`config.mk`:
```
export PLATFORM = sky130hd
export DESIGN_NAME = twos_serial_flat
export DESIGN_NICKNAME = d
export VERILOG_FILES = /design/src/rtl/twos_serial_if.sv /design/src/rtl/twos_serial.sv /design/src/flat_wrapper.sv
export SDC_FILE = /design/constraint.sdc
export NUM_CORES = 1
export LEC_CHECK = 0
export CAP_MARGIN = 5
export CELL_PAD_IN_SITES_DETAIL_PLACEMENT = 1
export CELL_PAD_IN_SITES_GLOBAL_PLACEMENT = 1
export CORE_AREA = 2 2 49 51
export DETAILED_ROUTE_END_ITERATION = 10
export DIE_AREA = 0 0 51 53
export PLACE_DENSITY_LB_ADDON = 0.12
export SLEW_MARGIN = 25
export SYNTH_ARGS = -nofsm -noshare
export SYNTH_HDL_FRONTEND = slang
export SYNTH_SLANG_ARGS = --single-unit
```
`constraint.sdc`:
```
create_clock -name clk -period 1.63 [get_ports clk]
set_input_delay 0.163 -clock clk [delete_from_list [all_inputs] [get_ports clk]]
set_output_delay 0.163 -clock clk [all_outputs]
set_load 0.02 [all_outputs]
```
`src/rtl/twos_serial_if.sv`:
```
// Word-in / bit-out handshake bundle for the twos_serial stage.
// slave is the stage's view; master is the upstream/downstream environment's view.
interface twos_serial_if #(
    parameter int WIDTH = 8
);
    logic             in_valid;
    logic             in_ready;
    logic [WIDTH-1:0] in_data;
    logic             in_inc;
    logic             sout_valid;
    logic             sout_ready;
    logic             sout_bit;
    logic             sout_last;
    logic             sout_cout;

    modport slave (
        input  in_valid, in_data, in_inc, sout_ready,
        output in_ready, sout_valid, sout_bit, sout_last, sout_cout
    );

    modport master (
        output in_valid, in_data, in_inc, sout_ready,
        input  in_ready, sout_valid, sout_bit, sout_last, sout_cout
    );
endinterface

```
`src/rtl/twos_serial.sv`:
```
// Captures a ones-complement word, adds optional +1 bit-serially and streams it LSB first.
// Define TWOS_SERIAL_PAR_EN to add the par_data/par_valid parallel result collector.
`ifndef ONES_WIDTH
`define ONES_WIDTH 8
`endif

module twos_serial #(
    parameter int WIDTH = `ONES_WIDTH
) (
    input  logic             clk,
    input  logic             rst_n,
    twos_serial_if.slave     bus
`ifdef TWOS_SERIAL_PAR_EN
    ,
    output logic [WIDTH-1:0] par_data,
    output logic             par_valid
`endif
);
    localparam int CW = $clog2(WIDTH);

    localparam logic [0:0] IDLE  = 1'b0;
    localparam logic [0:0] SHIFT = 1'b1;

    logic [0:0]       state;
    logic [WIDTH-1:0] shreg;
    logic             carry;
    logic [CW-1:0]    cnt;

    logic shifting;
    logic last;
    logic res_bit;
    logic beat;

    assign shifting = (state == SHIFT);
    assign last     = shifting && (cnt == CW'(WIDTH - 1));
    assign res_bit  = shreg[0] ^ carry;
    assign beat     = shifting && bus.sout_ready;

    assign bus.in_ready   = !shifting;
    assign bus.sout_valid = shifting;
    assign bus.sout_bit   = shifting ? res_bit : 1'b0;
    assign bus.sout_last  = last;
    assign bus.sout_cout  = last ? (shreg[0] & carry) : 1'b0;

    always_ff @(posedge clk or negedge rst_n) begin
        if (!rst_n) begin
            state <= IDLE;
            shreg <= '0;
            carry <= 1'b0;
            cnt   <= '0;
        end else if (!shifting) begin
            if (bus.in_valid) begin
                shreg <= bus.in_data;
                carry <= bus.in_inc;
                cnt   <= '0;
                state <= SHIFT;
            end
        end else if (beat) begin
            shreg <= shreg >> 1;
            carry <= shreg[0] & carry;
            // cnt is parked at zero on exit so it never wraps
            if (last) begin
                cnt   <= '0;
                state <= IDLE;
            end else begin
                cnt <= cnt + CW'(1);
            end
        end
    end

`ifdef TWOS_SERIAL_PAR_EN
    logic [WIDTH-1:0] col;

    always_ff @(posedge clk or negedge rst_n) begin
        if (!rst_n) begin
            col       <= '0;
            par_data  <= '0;
            par_valid <= 1'b0;
        end else begin
            par_valid <= 1'b0;
            if (beat) begin
                col <= {res_bit, col[WIDTH-1:1]};
                if (last) begin
                    par_data  <= {res_bit, col[WIDTH-1:1]};
                    par_valid <= 1'b1;
                end
            end
        end
    end
`endif

endmodule

```
`src/flat_wrapper.sv`:
```
// flat-port wrapper written by rule: the top's interface ports become plain ports
module twos_serial_flat 
#(
    parameter int WIDTH = `ONES_WIDTH
)
  (clk, rst_n, bus_in_valid, bus_in_data, bus_in_inc, bus_sout_ready, bus_in_ready, bus_sout_valid, bus_sout_bit, bus_sout_last, bus_sout_cout);
  twos_serial_if #(.WIDTH(WIDTH)) bus_i ();
  input  logic clk;
  input  logic rst_n;
  input wire logic [$bits(bus_i.in_valid)-1:0] bus_in_valid;
  input wire logic [$bits(bus_i.in_data)-1:0] bus_in_data;
  input wire logic [$bits(bus_i.in_inc)-1:0] bus_in_inc;
  input wire logic [$bits(bus_i.sout_ready)-1:0] bus_sout_ready;
  output wire logic [$bits(bus_i.in_ready)-1:0] bus_in_ready;
  output wire logic [$bits(bus_i.sout_valid)-1:0] bus_sout_valid;
  output wire logic [$bits(bus_i.sout_bit)-1:0] bus_sout_bit;
  output wire logic [$bits(bus_i.sout_last)-1:0] bus_sout_last;
  output wire logic [$bits(bus_i.sout_cout)-1:0] bus_sout_cout;
  assign bus_i.in_valid = bus_in_valid;
  assign bus_i.in_data = bus_in_data;
  assign bus_i.in_inc = bus_in_inc;
  assign bus_i.sout_ready = bus_sout_ready;
  assign bus_in_ready = bus_i.in_ready;
  assign bus_sout_valid = bus_i.sout_valid;
  assign bus_sout_bit = bus_i.sout_bit;
  assign bus_sout_last = bus_i.sout_last;
  assign bus_sout_cout = bus_i.sout_cout;
  twos_serial #(.WIDTH(WIDTH)) u_core (.clk(clk), .rst_n(rst_n), .bus(bus_i));
endmodule
```
==> run metrics <==
Final Cell Area=1010 sq um; status=completed; Max Freq=641 MHz; fin cells=124; Worst path top cell family by delay=adder cells; crit path launch type=register; Post-DP HPWL=1.23 mm; Slew Viols, Final=0; Worst setup EP type=primary output; share of cells above drive strength 1=13.5%; Final min period=1.56 ns; CP max FO=3; WS Path Type=register to primary output; Post-Route WL=1.70 mm; leak pwr=0.513 nW; fin crit share=95.8%; hold buffers post-CTS=0; first-pass GRT wire length=3.02 mm; Worst-Margin Slew=0.285 ns; core area=2150 sq um; clock tree sinks=13; Max-slew headroom=80.8%; Synth Instances=72; CTS H-tree lvls=1; DR vias=654; clk root buf=clkbuf_4; hold crit path type=input pin to async pin; register area=325 sq um; most used cell, CP=ha_1; Diodes inserted=0; P per Cell Area=1280 nW/um^2; # Max-Cap Violations=0; input/output buffers=17; synthesized area=748 sq um; crit path DAT=1.40 ns; Yosys Warn Count=0; Crit-path slowest cell=dfrtp_1; Clk Latency, worst-skew pair=0.27 ns; Final Hold Viols=0; area of placed instances=986 sq um; CP peak stage delay=0.39 ns; Seq/Total Area, Yosys=43.5%; post-synth cell types=22; skew final=0.00314 ns; largest net degree at the start of global routing=19; Detail Route Antenna Nets=0; DRC violation count after routing=0; initial core utilization=34.8%; fin util=47.1%; Multi-input gate area=387 sq um; vias in the first global route=677; First DRT Iteration DRCs=4; fillers=247; area grow syn2layout=35.1%; Nets=113; Die Height=53 microns; peak supply drop=0.000841 V; all-layer global routing usage=15.1%; setup violators final=0; DIE AREA=2700 sq um; routed wire length per instance=13.7 microns; WP buf/inv=1; placed cell count=119; Ports=18; die width=51 microns; clk buf depth=2; GRT overflow=0; Synth Register Bits=13; CP cell instances=ha_1 -> ha_1 -> and3_1 -> buf_2; Req. time, crit path=1.47 ns; Syn Area/Cell=10.4 sq um; clk slew on worst S/H paths=0.08 ns; initial antenna violation count=0; GPL Wtd Cong=0.720; std cell rows=17; 1st-pass router iterations=4; RSZ-0062 raised after global routing=no; DR vias/cell=5.27; cts bufs inserted=3; worst hold slack=0.197 ns; Synthesized Nets=88; TritonCTS clock tree=built; Post-Route Setup TNS=0 ns
==> final cells by class <==
type,count,area share (%)
Clock buffer,4,2.60
Inverter,1,0.371
Multi-Input combinational cell,53,38.2
Sequential cell,13,32.2
Tap cell,28,3.47
Timing Repair Buffer,25,23.1
==> path summary, 6_finish.rpt <==
| kind | from | end | slack [ns] | cells past startpoint |
|---|---|---|---|---|
| setup / recovery | u_core.cnt[0] | bus_sout_cout | 0.07 | 4 |
| hold / removal | rst_n | u_core.shreg[4] | 0.20 | 2 |
| setup reg to reg | u_core.cnt[0] | u_core.cnt[0] | 0.16 | 5 |
| hold reg to reg | u_core.cnt[2] | u_core.cnt[2] | 0.55 | 2 |
| max in group asynchronous | rst_n | u_core.cnt[0] | 1.27 | 2 |
| min in group clk | bus_in_data[7] | u_core.shreg[7] | 0.54 | 3 |
==> sequential cells by signal, indices dropped and copies added, names as in the netlist <==
register,flops
u_core.carry,1
u_core.bus.sout_valid,1
u_core.cnt,3
u_core.shreg,8
==> synth_stat cells <==
cell type	count	area share, %
nand4b_1	2	2.3
and2b_1	8	8.0
clkbuf_1	1	0.50
o31ai_1	1	1.0
and2_1	2	1.7
a21oi_1	8	5.4
nand2b_1	1	0.84
nor2_1	1	0.50
nand2_1	3	1.5
and3_1	1	0.84
nor2b_1	1	0.84
a211oi_1	8	8.0
o22ai_1	1	0.84
buf_4	1	1.0
ha_1	3	5.0
a31oi_1	1	0.84
buf_6	1	1.5
inv_1	1	0.50
mux2i_1	9	12
buf_2	2	1.3
dfrtp_1	13	43
o21ai_0	3	2.0
==> worst register-to-register path: cells and delay by family, from the launching register on <==
kind / cells / cell delay, ns
simple gates: 1 / 0.14
compound gates: 1 / 0.27
buf+inv: 1 / 0.15
fa+ha+maj: 2 / 0.41
flops: 1 / 0.39
==> logic make-up after synthesis <==
kind of cell	synth area share, %
adders and majority gates	5.02
muxes	12.0
DFF	43.5
buffers and inverters	4.85
and+or+nand+nor	16.6
AOI/OAI and AO/OA	18.1
==> where the power goes <==
part / leakage, nW / internal (mW) / total (mW) / switching [mW]
Sequential: 0.164 / 0.455 / 0.552 / 0.0976
Combinational: 0.334 / 0.289 / 0.545 / 0.256
Clock: 0.0150 / 0.0945 / 0.195 / 0.101
Total: 0.513 / 0.838 / 1.29 / 0.455
==> what timing repair did <==
action                                  CTS  global route
endpoints found under the setup margin    4             3
buffers inserted                          0             1
cloned                                    0             0
gates resized for setup                  10             2
pin swaps                                 0             0
==> through the flow <==
step                      power [mW]  setup slack [ns]
final                           1.29            0.0691
after global routing            1.41           0.00490
after CTS                       1.28            0.0184
after detailed placement        1.11           -0.0143
after global placement          1.09          -0.00152
after floorplan                0.872             0.388
==> cell usage in the layout (no fill, tap or decap) <==
cell,n
a211oi_1,8
a21oi_1,8
a31oi_1,1
and2_1,2
and2b_1,8
and3_1,1
buf_12,1
buf_2,2
buf_4,7
clkbuf_1,1
clkbuf_4,3
clkdlybuf4s15_1,1
clkdlybuf4s50_1,12
dfrtp_1,13
dlygate4sd2_1,1
dlymetal6s2s_1,1
ha_1,3
inv_1,1
mux2i_1,9
nand2_1,3
nand2b_1,1
nand4b_1,2
nor2_1,1
nor2b_1,1
o21ai_0,3
o22ai_1,1
o31ai_1,1
==> routing by layer <==
metal	share of wire (%)	GRT usage [%]	vias up	wire length (microns)
li1	-	-	313	-
met1	47	18.9	326	800
met2	49	26.0	13	828
met3	3.5	2.54	2	59
met4	0.76	5.41	0	13
met5	0	0	-	0
No activity file was read; power rests on OpenSTA's default activity.
